`src/rtl/crypto_job_sequencer.sv`:
```
// Host-side bus master for the crypto coprocessor: loads operands, starts the
// engine, polls its CSR and returns the result over a valid/ready port.
module crypto_job_sequencer #(
  parameter int unsigned TIMEOUT_CYCLES = 1024
) (
  input  logic         clock,
  input  logic         reset,
  input  logic         job_valid,
  output logic         job_ready,
  input  logic         job_op,
  input  logic         job_reseed,
  input  logic [127:0] job_data_a,
  input  logic [127:0] job_data_b,
  output logic         res_valid,
  input  logic         res_ready,
  output logic [127:0] res_data,
  output logic         res_timeout,
  output logic [15:0]  writeEnable,
  output logic [255:0] writeBus,
  output logic [3:0]   selectRead,
  input  logic [255:0] dataOut
);

  localparam int unsigned CntW = $clog2(TIMEOUT_CYCLES + 1);
  localparam logic [CntW-1:0] CntMax  = CntW'(TIMEOUT_CYCLES);
  localparam logic [CntW-1:0] CntLast = CntW'(TIMEOUT_CYCLES - 1);

  localparam logic [3:0] StIdle     = 4'd0;
  localparam logic [3:0] StWrA      = 4'd1;
  localparam logic [3:0] StWrB      = 4'd2;
  localparam logic [3:0] StWrCsr    = 4'd3;
  localparam logic [3:0] StWaitBusy = 4'd4;
  localparam logic [3:0] StClrStart = 4'd5;
  localparam logic [3:0] StWaitDone = 4'd6;
  localparam logic [3:0] StRdRes    = 4'd7;
  localparam logic [3:0] StResp     = 4'd8;
  localparam logic [3:0] StAbort    = 4'd9;

  localparam logic [15:0] WeAesPt   = 16'h0001;
  localparam logic [15:0] WeAesIv   = 16'h0002;
  localparam logic [15:0] WeAesCsr  = 16'h0008;
  localparam logic [15:0] WePrngSd  = 16'h0100;
  localparam logic [15:0] WePrngCsr = 16'h0400;

  localparam logic [1:0] StatBusy = 2'b10;
  localparam logic [1:0] StatDone = 2'b01;

  logic [3:0]      state_q, state_d;
  logic [CntW-1:0] cnt_q, cnt_d, cnt_inc;
  logic            op_q, op_d;
  logic            reseed_q, reseed_d;
  logic [127:0]    data_b_q, data_b_d;
  logic [15:0]     we_q, we_d;
  logic [255:0]    bus_q, bus_d;
  logic [3:0]      sel_q, sel_d;
  logic [127:0]    res_data_q, res_data_d;
  logic            res_to_q, res_to_d;

  logic [15:0] csr_we;
  logic [3:0]  csr_sel;
  logic [3:0]  res_sel;
  logic [1:0]  status;
  logic        unused_data_hi;

  assign csr_we         = op_q ? WePrngCsr : WeAesCsr;
  assign csr_sel        = op_q ? 4'd6 : 4'd3;
  assign res_sel        = op_q ? 4'd5 : 4'd2;
  assign status         = dataOut[1:0];
  assign cnt_inc        = (cnt_q == CntMax) ? cnt_q : cnt_q + CntW'(1);
  assign unused_data_hi = ^dataOut[255:128];

  always_comb begin
    state_d    = state_q;
    cnt_d      = cnt_q;
    op_d       = op_q;
    reseed_d   = reseed_q;
    data_b_d   = data_b_q;
    we_d       = '0;
    bus_d      = '0;
    sel_d      = '0;
    res_data_d = res_data_q;
    res_to_d   = res_to_q;

    case (state_q)
      StIdle: begin
        if (job_valid) begin
          op_d              = job_op;
          reseed_d          = job_reseed;
          data_b_d          = job_data_b;
          we_d              = job_op ? WePrngSd : WeAesPt;
          bus_d[127:0]      = job_data_a;
          state_d           = StWrA;
        end
      end
      StWrA: begin
        if (op_q) begin
          we_d       = WePrngCsr;
          bus_d[3:0] = {reseed_q, 3'b100};
          state_d    = StWrCsr;
        end else begin
          we_d         = WeAesIv;
          bus_d[127:0] = data_b_q;
          state_d      = StWrB;
        end
      end
      StWrB: begin
        we_d       = WeAesCsr;
        bus_d[7:0] = 8'h04;
        state_d    = StWrCsr;
      end
      StWrCsr: begin
        cnt_d   = '0;
        sel_d   = csr_sel;
        state_d = StWaitBusy;
      end
      StWaitBusy: begin
        sel_d = csr_sel;
        cnt_d = cnt_inc;
        // A done flag left over from a previous job is ignored here.
        if (status == StatBusy) begin
          we_d    = csr_we;
          sel_d   = '0;
          state_d = StClrStart;
        end else if (cnt_q >= CntLast) begin
          we_d       = csr_we;
          sel_d      = '0;
          res_data_d = '0;
          res_to_d   = 1'b1;
          state_d    = StAbort;
        end
      end
      StClrStart: begin
        cnt_d   = '0;
        sel_d   = csr_sel;
        state_d = StWaitDone;
      end
      StWaitDone: begin
        sel_d = csr_sel;
        cnt_d = cnt_inc;
        if (status == StatDone) begin
          sel_d   = res_sel;
          state_d = StRdRes;
        end else if (cnt_q >= CntLast) begin
          we_d       = csr_we;
          sel_d      = '0;
          res_data_d = '0;
          res_to_d   = 1'b1;
          state_d    = StAbort;
        end
      end
      StRdRes: begin
        res_data_d = dataOut[127:0];
        res_to_d   = 1'b0;
        state_d    = StResp;
      end
      StResp: begin
        if (res_ready) begin
          state_d = StIdle;
        end
      end
      StAbort: begin
        state_d = StResp;
      end
      default: begin
        state_d = StIdle;
      end
    endcase
  end

  always_ff @(posedge clock) begin
    if (reset) begin
      state_q    <= StIdle;
      cnt_q      <= '0;
      op_q       <= 1'b0;
      reseed_q   <= 1'b0;
      data_b_q   <= '0;
      we_q       <= '0;
      bus_q      <= '0;
      sel_q      <= '0;
      res_data_q <= '0;
      res_to_q   <= 1'b0;
    end else begin
      state_q    <= state_d;
      cnt_q      <= cnt_d;
      op_q       <= op_d;
      reseed_q   <= reseed_d;
      data_b_q   <= data_b_d;
      we_q       <= we_d;
      bus_q      <= bus_d;
      sel_q      <= sel_d;
      res_data_q <= res_data_d;
      res_to_q   <= res_to_d;
    end
  end

  assign job_ready   = (state_q == StIdle);
  assign res_valid   = (state_q == StResp);
  assign res_data    = res_data_q;
  assign res_timeout = res_to_q;
  assign writeEnable = we_q;
  assign writeBus    = bus_q;
  assign selectRead  = sel_q;

endmodule

```
`config.mk`:
```
export PLATFORM = sky130hd
export DESIGN_NAME = crypto_job_sequencer
export DESIGN_NICKNAME = d
export VERILOG_FILES = /design/src/rtl/crypto_job_sequencer.sv
export SDC_FILE = /design/constraint.sdc
export NUM_CORES = 1
export LEC_CHECK = 0
export BUFFER_PORTS_ARGS = -buffer_cell sky130_fd_sc_hd__buf_4
export CAP_MARGIN = 20
export CORE_AREA = 8 8 349 351
export DETAILED_ROUTE_END_ITERATION = 10
export DIE_AREA = 0 0 357 359
export SLEW_MARGIN = 0
export SYNTH_ARGS = -nofsm -noshare
export SYNTH_HDL_FRONTEND = slang
export SYNTH_SLANG_ARGS = --single-unit
```
`constraint.sdc`:
```
create_clock -name clock -period 5.2 [get_ports clock]
set_input_delay 1.04 -clock clock [delete_from_list [all_inputs] [get_ports clock]]
set_output_delay 1.04 -clock clock [all_outputs]
set_load 0.01 [all_outputs]
```
## Word level (Yosys, flattened, before mapping)

Cells that the tools add are included.
Widths: inputs -> output; s select.

| word-level totals | value |
|---|---|
| flip-flop bits (word level) | 550 |
| latch bits | 0 |
| bits in writable memories | 0 |
| ROM bits | 0 |
| bits of input ports | 518 |
| output and inout port bits | 407 |
| word-level logic and storage cells | 76 |
| memories kept | 0 |

| operators by class | value |
|---|---|
| add/sub/neg operators | 1 |
| multipliers | 0 |
| divide/modulo/power cells | 0 |
| magnitude comparators | 1 |
| equal/unequal tests | 17 |
| shifts and indexed selects | 0 |
| muxes and demuxes | 36 |
| bitwise operators | 0 |
| reduce and logical (&&, ||, !) cells | 10 |

Operators with widths:

| kind | number |
|---|---|
| $mux 128 | 4 |
| $pmux 128 s3 | 1 |
| $pmux 120 s2 | 1 |
| $mux 124 | 1 |
| $mux 11 | 6 |
| $pmux 11 s5 | 1 |
| $pmux 4 s9 | 1 |
| $mux 4 | 7 |
| $pmux 8 s3 | 1 |
| $pmux 11 s2 | 1 |
| $mux 9 | 2 |
| $eq 4x3->1 const B | 4 |
| $mux 3 | 4 |
| $pmux 4 s3 | 1 |
| $add 11x1->11 const B | 1 |
| $eq 11x11->1 const B | 1 |
| $ge 11x10->1 const B | 1 |
| $eq 4x2->1 const B | 2 |
| $eq 4x4->1 const B | 2 |
| $ne 2x2->1 const B | 4 |
| $reduce_and 2->1 | 3 |
| $reduce_or 2->1 | 3 |
| $eq 4x1->1 const B | 1 |
| $logic_not 4->1 | 1 |
| 8 further kinds | 11 |

## Logic depth before layout (Yosys ltp)

Gate-level depths: netlist of run 1.

| logic depth | value |
|---|---|
| depth after elaboration | 4 |
| depth in mapped cells | 8 |

## Worst setup path after synthesis of run 1

Ideal clock, no wire load.

| timing path | value |
|---|---|
| kind | input-to-reg |
| start point | input port dataOut[0] |
| end point | register res_data_q[117] (netlist: res_data[117]) |
| arrival | 2.116 ns |
| required time | 5.138 ns |
| setup slack | 3.022 ns |
| stages on the path | 6 |
| buffers on the path | 2 |
| path through | nand2b_1 > a21oi_1 > clkbuf_1 > clkbuf_1 > o211ai_1 > nand3_1 |

| between the ends | value |
|---|---|
| cells in the longest elaborated chain, start to end | 3 |

Ends and longest elaborated chain:

| element | RTL line | RTL |
|---|---|---|
| start, declared | 21 | `input logic [255:0] dataOut` |
| $eq 2x1->1 / $eq 2x2->1 (equally long branches) | 140, 120 |  |
| $ne 2x2->1 (no source line) | - |  |
| $reduce_and 3->1 (no source line) * | - |  |
| end signal, assigned | 191 | `res_data_q <= res_data_d;` |
| end, declared | 56 | `logic [127:0] res_data_q, res_data_d;` |

Mark *: on every way between the ends. The rest lies on a longest branch, timed or not.
A chain may end at the register's enable or synchronous reset.

## Worst setup path after layout of run 1

| timing path | value |
|---|---|
| start point | register state_q[2] |
| end point | output port res_valid |

| between the ends | value |
|---|---|
| cells in the longest elaborated chain, start to end | 1 |

Ends and longest elaborated chain:

| element | RTL line | RTL |
|---|---|---|
| start, declared | 48 | `logic [3:0] state_q, state_d;` |
| start signal, assigned | 172 | `state_q <= StIdle;` |
| start signal, assigned | 183 | `state_q <= state_d;` |
| $eq 4x4->1 | 197 | `assign res_valid = (state_q == StResp);` |
| end, declared | 14 | `output logic res_valid,` |

No other way between the ends.

==> metrics.md, run 1 <==
| Metric | Value |
|---|---|
| CTS Buf Count | `51` |
| Clock root buffer | `clkbuf_16` |
| Vias in the first global route | `17260` |
| Switching power | `2.543 mW` |
| Routed WL | `78090 um` |
| EDFF count, synth | `0` |
| Mean area per synthesized cell | `8.388 um^2` |
| Initial Utilization | `14.87%` |
| Crit. End Element | `output port` |
| CTS tree | `built` |
| Final hold violation count | `0` |
| Share of cells above drive strength 1 | `29.97%` |
| Sink Count | `410` |
| VDD IR max | `0.0002453 V` |
| Worst slew margin | `32.40%` |
| Largest net degree at the start of global routing | `135` |
| Final period util | `59.88%` |
| Routed via count | `17320` |
| IO buf count | `656` |
| Antenna violations before repair | `7` |
| Switch share | `28.64%` |
| Synth Instances | `2068` |
| GRT Util Overall | `11.26%` |
| Vias per cell | `4.138` |
| Worst slew pin tran | `1014 ps` |
| Post-CTS Resized | `0` |
| RSZ-0062 raised after global routing | `false` |
| Ys async rst share | `0%` |
| # Post-CTS Setup Buffers | `0` |
| Die Ht | `359 um` |
| Outcome | `complete, no violations` |
| GRT overflow | `0` |
| Most frequent cells in the layout | `buf_4, dfxtp_1, nand2_1` |
| Final setup fails | `0` |
| Crit start category | `flip-flop` |
| Drt drc | `0` |
| Internal power | `6.336 mW` |
| Filler cells | `12870` |
| Detailed placement HPWL | `56930 um` |
| Clock skew | `22.63 ps` |
| Die area | `0.1282 mm^2` |
| H-tree levels | `2` |
| Clk pwr share | `44.4%` |
| Max-Cap Viols | `0` |
| First-pass GRT wire length | `112500 um` |
| Core Area | `0.1167 mm^2` |
| Max Buffers Root-to-Sink | `3` |
| Max-slew violations | `0` |
| CP Max Fanout | `17` |
| Crit path kind | `flip-flop to output port` |
| Register area share after synthesis | `47.32%` |
| Antenna-violating nets left | `0` |
| Wire per inst | `18.66 um` |
| Pleak | `10.43 nW` |
| Tightest Hold Check Type | `flip-flop to flip-flop` |
| GP Congestion | `0.8325` |
| DR iter-0 viols | `1203` |
| Min Tclk post-route | `3114 ps` |
| Layout overhead on the synthesized area | `45.00%` |
| Netlist cell types | `54` |
| Yosys warning count | `0` |
| Sequential share of power | `39.4%` |
| Clk_lat worst skew | `620 ps` |
| Pwr Density | `353.0 mW/mm^2` |
| Drt pass-1 iters | `7` |
| WHS Path Cells | `2` |
| Data required, critical path | `4160 ps` |
| CTS clk-pin slew, worst paths | `60 ps` |
| Setup TNS | `0 ps` |
| IO Count | `925` |
| DP Worst Slack | `2259 ps` |
| Synthesized area | `0.01735 mm^2` |
| Comb pwr share | `16.2%` |
| Max Clk Rate | `0.3211 GHz` |
| Commonest non-fill, non-tap cell in the layout | `buf_4` |
| R2R cell count | `5` |
| Yosys reg bits | `410` |
| Rows | `126` |
| Die X | `357 um` |
| Hold-fix buffers, CTS | `0` |
| Top_reg_cell synth | `dfxtp_1` |
| Layout net count | `3122` |
| Final WS setup | `2086 ps` |
| CP Data Arrival Time | `2070 ps` |
==> power groups by stage <==
stage	sequential (mW)	clock [mW]	combinational, mW
floorplan	3.57	0	0.749
global placement	3.56	0	1.43
detailed placement	3.57	0	1.44
CTS	3.50	4.10	1.44
global route	3.52	4.20	1.55
finish	3.50	3.94	1.44
==> routing by layer <==
layer | vias up | wire length (um) | track usage [%]
met5 | - | 0 | 0
met4 | 0 | 2657 | 3.870
met3 | 97 | 7852 | 4.158
met2 | 827 | 34650 | 17.73
met1 | 8201 | 32930 | 14.08
li1 | 8193 | - | -
==> stage by stage <==
stage	util, %	cell area (um^2)	power [mW]	hold slack [ps]	std cells
floorplan	-	17870	4.321	432.8	2207
global placement	19.96	23280	4.992	441.2	4085
detailed placement	19.96	23280	5.005	446.0	4085
CTS	21.55	25140	9.044	454.0	4179
global route	21.55	25140	9.276	466.4	4179
finish	21.56	25150	8.879	452.4	4185
==> final timing paths <==
check / endpoint / slack [ps] / start
worst max-delay path: res_valid / 2090 / state_q[2]
worst min-delay path: data_b_q[35] / 450 / data_b_q[35]
worst max register to register: writeBus[123] / 2320 / state_q[1]
worst min register to register: data_b_q[35] / 450 / data_b_q[35]
==> synth_stat cells (3+ instances only) <==
cell type	number	share of area, %
nor2b_1	3	0.11
nor3_1	5	0.14
or4_1	4	0.17
o21ai_1	3	0.087
dfxtp_1	410	47
o31ai_1	3	0.13
nor2_1	136	2.9
o211ai_1	128	5.5
buf_4	144	6.2
a22oi_1	126	5.5
buf_2	59	1.7
o21ai_0	12	0.35
a21oi_1	146	4.2
a31oi_1	5	0.18
and2_1	4	0.14
nand3_1	135	3.9
clkbuf_1	141	3.1
nand2_1	409	8.9
or3_1	3	0.11
nand2b_1	5	0.18
o2111ai_1	132	6.7
inv_1	9	0.19
a2111o_1	3	0.19
buf_1	4	0.087
==> registers in the layout, summed over array words and instances, names as in the netlist <==
register,cells
data_b_q,128
res_data,128
writeBus,128
cnt_q,11
writeEnable,5
state_q,4
selectRead,3
op_q,1
res_timeout,1
reseed_q,1
==> kinds of logic after synthesis <==
family,count (synthesis),synth area share (%)
compound gates,570,23.49
fa+ha+maj,2,0.1442
mux,3,0.1803
flops,410,47.32
buf+inv,358,11.29
other cells,1,0.02162
simple gates,722,17.45
xor+xnor,2,0.1010
==> worst max-delay path: stages (launching register included) <==
cell and delay [ps]:
dfxtp_1 790, nor2_1 250, and3_1 260, buf_4 150
==> layout make-up <==
cell class,count,area [um^2],area share [%]
Inverter,10,40.04,0.1592
Tap cell,1536,1922,7.641
Clock buffer,72,1486,5.910
Clock inverter,22,367.9,1.463
Multi-Input combinational cell,1439,7770,30.89
Timing Repair Buffer,690,5343,21.24
Sequential cell,410,8208,32.63
Antenna cell,6,15.01,0.05970
No activity file was read; power rests on OpenSTA's default activity.
==> inputs of run 2 (changes only) <==
Clock period 5.2 ns to 2.6 ns, I/O delays scaled along.
==> run 2 against run 1 <==
Effect of this change: total power grew 95%; final cell count is 1.1% higher; sequential power is 99% higher; sequential cell count unchanged; global-route usage hardly changed; core utilization rose by 0.39 points; worst hold slack lost 350 ps; critical path type unchanged.
==> metrics.md, run 2 (synthesized netlist as in run 1, its figures left out) <==
| Metric | Value |
|---|---|
| Tightest Hold Check Type | `primary input to flip-flop` |
| Crit. End Element | `output port` |
| Layout net count | `3178 (+1.8%)` |
| Final WS setup | `107.5 ps (-1979 ps)` |
| Initial Utilization | `14.87% (unchanged)` |
| CTS tree | `built` |
| Hold-fix buffers, CTS | `0 (unchanged)` |
| Max-Cap Viols | `0 (unchanged)` |
| Worst slew pin tran | `818.9 ps (-195.1 ps)` |
| Antenna violations before repair | `3 (-4)` |
| Routed via count | `17500 (+1.0%)` |
| GRT Util Overall | `11.25% (-0.012 points)` |
| Max-slew violations | `0 (unchanged)` |
| Max Clk Rate | `0.4012 GHz` |
| Antenna Diode Count | `0 (-6)` |
| Die area | `0.1282 mm^2 (unchanged)` |
| CTS Buf Count | `51 (unchanged)` |
| CTS clk-pin slew, worst paths | `70 ps (about the same)` |
| Vias in the first global route | `17140 (-0.70%)` |
| RSZ-0062 raised after global routing | `false` |
| First-pass GRT wire length | `112500 um (about the same)` |
| Min Tclk post-route | `2493 ps` |
| Routed WL | `77890 um (-0.26%)` |
| Outcome | `complete, no violations` |
| GRT overflow | `0 (unchanged)` |
| CP Max Fanout | `9 (-8)` |
| H-tree levels | `2 (unchanged)` |
| Post-route insts no fill | `4231 (+1.1%)` |
| Final period util | `95.87%` |
| Pwr Density | `677.4 mW/mm^2 (+92%)` |
| Final hold violation count | `0 (unchanged)` |
| Antenna-violating nets left | `0 (unchanged)` |
| Detailed placement HPWL | `59510 um (+4.5%)` |
| Cells after DPL | `4141 (+1.4%)` |
| GP Congestion | `0.8356 (+0.37%)` |
| IO buf count | `656 (unchanged)` |
| VDD IR max | `0.0004196 V (+71%)` |
| Clock root buffer | `clkbuf_16` |
| Max Buffers Root-to-Sink | `3 (unchanged)` |
| Area of the multi-input gates | `0.007770 mm^2 (unchanged)` |
| Crit start category | `flip-flop` |
| Share of cells above drive strength 1 | `31.17% (+1.2 points)` |
| Die Ht | `359 um (unchanged)` |
| Setup TNS | `0 ps (unchanged)` |
| DP Worst Slack | `300.6 ps (-1959 ps)` |
| # Post-CTS Setup Buffers | `0 (unchanged)` |
| Sequential Area | `0.008208 mm^2 (unchanged)` |
| Crit path kind | `flip-flop to output port` |
| Pleak | `10.71 nW (+2.7%)` |
| Clk_lat worst skew | `620 ps (about the same)` |
| Rows | `126 (unchanged)` |
| Final setup fails | `0 (unchanged)` |
| Vias per cell | `4.135 (about the same)` |
| Most frequent cells in the layout | `buf_4, dfxtp_1, nand2_1` |
| Largest net degree at the start of global routing | `125 (-7.4%)` |
| Data required, critical path | `2080 ps (-2080 ps)` |
| Layout overhead on the synthesized area | `47.62%` |
| IO Count | `925 (unchanged)` |
| Filler cells | `12860 (-0.054%)` |
| Tot Pwr | `17.35 mW (+95%)` |
| Clock skew | `30.06 ps (+7.432 ps)` |
| Sink Count | `410 (unchanged)` |
| CP Data Arrival Time | `1970 ps (-100 ps)` |
| Post-CTS Resized | `0 (unchanged)` |
| Drt pass-1 iters | `7 (unchanged)` |
| Fin util | `21.95% (+0.39 points)` |
| Wire per inst | `18.41 um (-1.3%)` |
| Core Area | `0.1167 mm^2 (unchanged)` |
| DR iter-0 viols | `1207 (+0.33%)` |
| Area post-placement | `0.02392 mm^2 (+2.7%)` |
| Final instance area | `0.02560 mm^2 (+1.8%)` |
| Hold_ws | `106.9 ps (-345.5 ps)` |
| Worst slew margin | `45.41% (+13 points)` |
| Drt drc | `0 (unchanged)` |
| Die X | `357 um (unchanged)` |
| Commonest non-fill, non-tap cell in the layout | `buf_4` |
run 2: layer usage:
metal  vias up  share of wire, %  track usage (%)
met1      8253                41            13.69
met5         -                 0                0
met3        94                10            4.366
met4         0               2.5            2.952
li1       8295                 -                -
met2       853                46            18.44
run 2: final timing paths:
kind	slack [ps]	cells after the start	from	end
worst min-delay path	110	3	dataOut[119]	res_data[119]
worst max-delay path	110	5	state_q[2]	res_valid
worst min register to register	450	2	data_b_q[60]	data_b_q[60]
worst max register to register	300	6	state_q[3]	res_data[84]
run 2: power breakdown:
part | switching, mW | leakage [nW] | internal, mW
clock | 2.98 | 0.826 | 4.26
sequential | 0.248 | 3.34 | 6.72
combinational | 1.80 | 6.55 | 1.33
run 2: final cells by class:
| type | instances | area share (%) |
|---|---|---|
| Clock buffer | 71 | 5.595 |
| Clock inverter | 19 | 1.002 |
| Inverter | 10 | 0.1564 |
| Multi-Input combinational cell | 1439 | 30.35 |
| Sequential cell | 410 | 32.06 |
| Tap cell | 1536 | 7.506 |
| Timing Repair Buffer | 746 | 23.34 |
run 2: worst max-delay path: stages, from the launching register on:
cell	delay, ps
dfxtp_1	400
buf_4	220
nor2_1	240
buf_4	190
and3_1	170
buf_4	140
==> inputs of run 3 (changes only) <==
==> constraint.sdc (replaced) <==
create_clock -name clock -period 2.25 [get_ports clock]
set_input_delay 0.3375 -clock clock [delete_from_list [all_inputs] [get_ports clock]]
set_output_delay 0.3375 -clock clock [all_outputs]
set_load 0.02 [all_outputs]
==> run 3 against run 2 <==
Effect of this change: clock power is 16% higher; total power is 21% higher; global-route usage is 0.84 points higher; core utilization is 3.4 points higher.
==> metrics.md, run 3 (synthesized netlist as in run 1, its figures left out) <==
| Metric | Value |
|---|---|
| Pleak | `12.45 nW (+16%)` |
| Crit path max-delay family | `simple AND/OR/NAND/NOR gates` |
| Vias per cell | `4.148 (+0.31%)` |
| GRT overflow | `0 (unchanged)` |
| Rows | `126 (unchanged)` |
| Hold_ws | `53.76 ps (-53.14 ps)` |
| Max-slew violations | `0 (unchanged)` |
| Core Area | `0.1167 mm^2 (unchanged)` |
| Sequential Area | `0.008209 mm^2 (about the same)` |
| Max-Cap Viols | `0 (unchanged)` |
| Pwr Density | `713.1 mW/mm^2 (+5.3%)` |
| Setup TNS | `0 ps (unchanged)` |
| Wire per inst | `17.92 um (-2.7%)` |
| Vias in the first global route | `19450 (+13%)` |
| Die area | `0.1282 mm^2 (unchanged)` |
| Worst R2R Setup Slack | `100 ps (-200 ps)` |
| DR iter-0 viols | `1315 (+8.9%)` |
| Filler cells | `12330 (-4.1%)` |
| Data required, critical path | `2780 ps (+700 ps)` |
| Routed WL | `83260 um (+6.9%)` |
| Detailed placement HPWL | `60620 um (+1.9%)` |
| Area of the multi-input gates | `0.007786 mm^2 (+0.21%)` |
| Critical-path cell list | `or3b_2 -> nor3_4 -> buf_12 -> buf_12 -> a22oi_1 -> nor2_1 -> buf_4` |
| Die Ht | `359 um (unchanged)` |
| VDD IR max | `0.0004780 V (+14%)` |
| CP dominant cell by count | `buf_12` |
| GP Congestion | `0.8352 (about the same)` |
| GRT Util Overall | `12.09% (+0.84 points)` |
| Final period util | `95.62%` |
| H-tree levels | `2 (unchanged)` |
| Commonest non-fill, non-tap cell in the layout | `buf_4` |
| Reg-to-Reg Start | `state_q[1]` |
| Die X | `357 um (unchanged)` |
| CP startpoint | `state_q[1]` |
| Clock skew | `17.47 ps (-12.59 ps)` |
| Crit. End Element | `flip-flop` |
| Outcome | `complete, no violations` |
| Share of cells above drive strength 1 | `29.23% (-1.9 points)` |
| Max Buffers Root-to-Sink | `3 (unchanged)` |
| Hold_sp | `job_data_a[47]` |
| CP Data Arrival Time | `2680 ps (+710 ps)` |
| Layout overhead on the synthesized area | `70.32%` |
| Sink Count | `410 (unchanged)` |
| Worst slew margin | `45.49% (+0.083 points)` |
| CP Buf/Inv Count | `3 (unchanged)` |
| Layout net count | `3586 (+13%)` |
| R2R cell count | `7 (+1)` |
| RR Endpoint | `writeBus[120]` |
| Largest net degree at the start of global routing | `129 (+3.2%)` |
| Antenna violations before repair | `12 (+9)` |
| CP max stage cell | `or3b_2` |
| IO Count | `925 (unchanged)` |
| Drt drc | `0 (unchanged)` |
| Levels on crit path | `7 (+2)` |
| IO buf count | `656 (unchanged)` |
| Tightest Hold Check Type | `primary input to flip-flop` |
| Max incr delay on CP | `560 ps (+160 ps)` |
| CTS clk-pin slew, worst paths | `60 ps (about the same)` |
| Final hold violation count | `0 (unchanged)` |
| Crit start category | `flip-flop` |
| Final setup fails | `0 (unchanged)` |
| Worst slew pin tran | `817.6 ps (-1.247 ps)` |
| CTS tree | `built` |
| Most frequent cells in the layout | `buf_4, dfxtp_1, nand2_1` |
| Min Tclk post-route | `2152 ps` |
| Setup crit end | `writeBus[120]` |
| First-pass GRT wire length | `122000 um (+8.5%)` |
| Routed via count | `19270 (+10%)` |
| Crit path kind | `flip-flop to flip-flop` |
| CP Max Fanout | `25 (+16)` |
| Initial Utilization | `14.87% (unchanged)` |
| Clock root buffer | `clkbuf_16` |
| Max Clk Rate | `0.4648 GHz` |
| Clk_lat worst skew | `600 ps (-20 ps)` |
| Drt pass-1 iters | `5 (-2)` |
| Antenna-violating nets left | `0 (unchanged)` |
| CTS Buf Count | `50 (-2.0%)` |
| RSZ-0062 raised after global routing | `false` |
-- run 3: power by group --
part           switching [mW]  internal (mW)  leakage (nW)
logic                    2.55           2.02          8.29
clock network            3.43           5.00         0.828
registers               0.303           7.77          3.34
-- run 3: tightest hold or removal path, delay by kind of cell --
family | cells | cell delay, ps
AOI/OAI and AO/OA | 1 | 100
and+or+nand+nor | 1 | 90
buffers and inverters | 1 | 100
-- run 3: timing repair --
action	CTS	global route
endpoints found under the hold margin	347	0
hold buffers	347	0
setup buffers	0	0
pin swaps	0	1
resized for setup	2	3
setup endpoints to repair	1	6
-- run 3: cell type report --
cell class	count	share of cell area (%)
Clock buffer	68	4.803
Antenna cell	10	0.08470
Sequential cell	410	27.79
Tap cell	1536	6.505
Multi-Input combinational cell	1439	26.36
Clock inverter	18	0.8978
Timing Repair Buffer	1155	33.43
Inverter	10	0.1355
-- run 3: worst min-delay path by stage --
stage	slack [ps]	cells after the start	end
global placement	440	2	data_b_q[80]
finish	50	3	writeBus[47]
floorplan	420	1	writeEnable[0]
global route	20	3	writeBus[85]
CTS	3	3	writeBus[47]
detailed placement	450	2	data_b_q[69]
-- run 3: metrics by stage --
step / instances / power (mW) / instance area, um^2 / utilization, % / setup WS (ps)
2_1_floorplan: 2207 / 10.31 / 17870 / - / 291.5
3_3_place_gp: 4203 / 12.21 / 24340 / 20.87 / 77.63
3_5_place_dp: 4203 / 12.22 / 24340 / 20.87 / 45.11
4_1_cts: 4636 / 21.34 / 29510 / 25.29 / 27.02
5_1_grt: 4643 / 22.01 / 29540 / 25.32 / 6.522
6_report: 4646 / 21.07 / 29540 / 25.32 / 98.50
-- run 3: routing by layer --
| layer | GRT usage (%) | up-vias | part of all wire [%] |
|---|---|---|---|
| met4 | 5.152 | 2 | 4.5 |
| met3 | 4.022 | 151 | 9.4 |
| met1 | 14.54 | 9025 | 41 |
| met5 | 0 | - | 0.016 |
| met2 | 19.59 | 956 | 45 |
| li1 | - | 9136 | - |
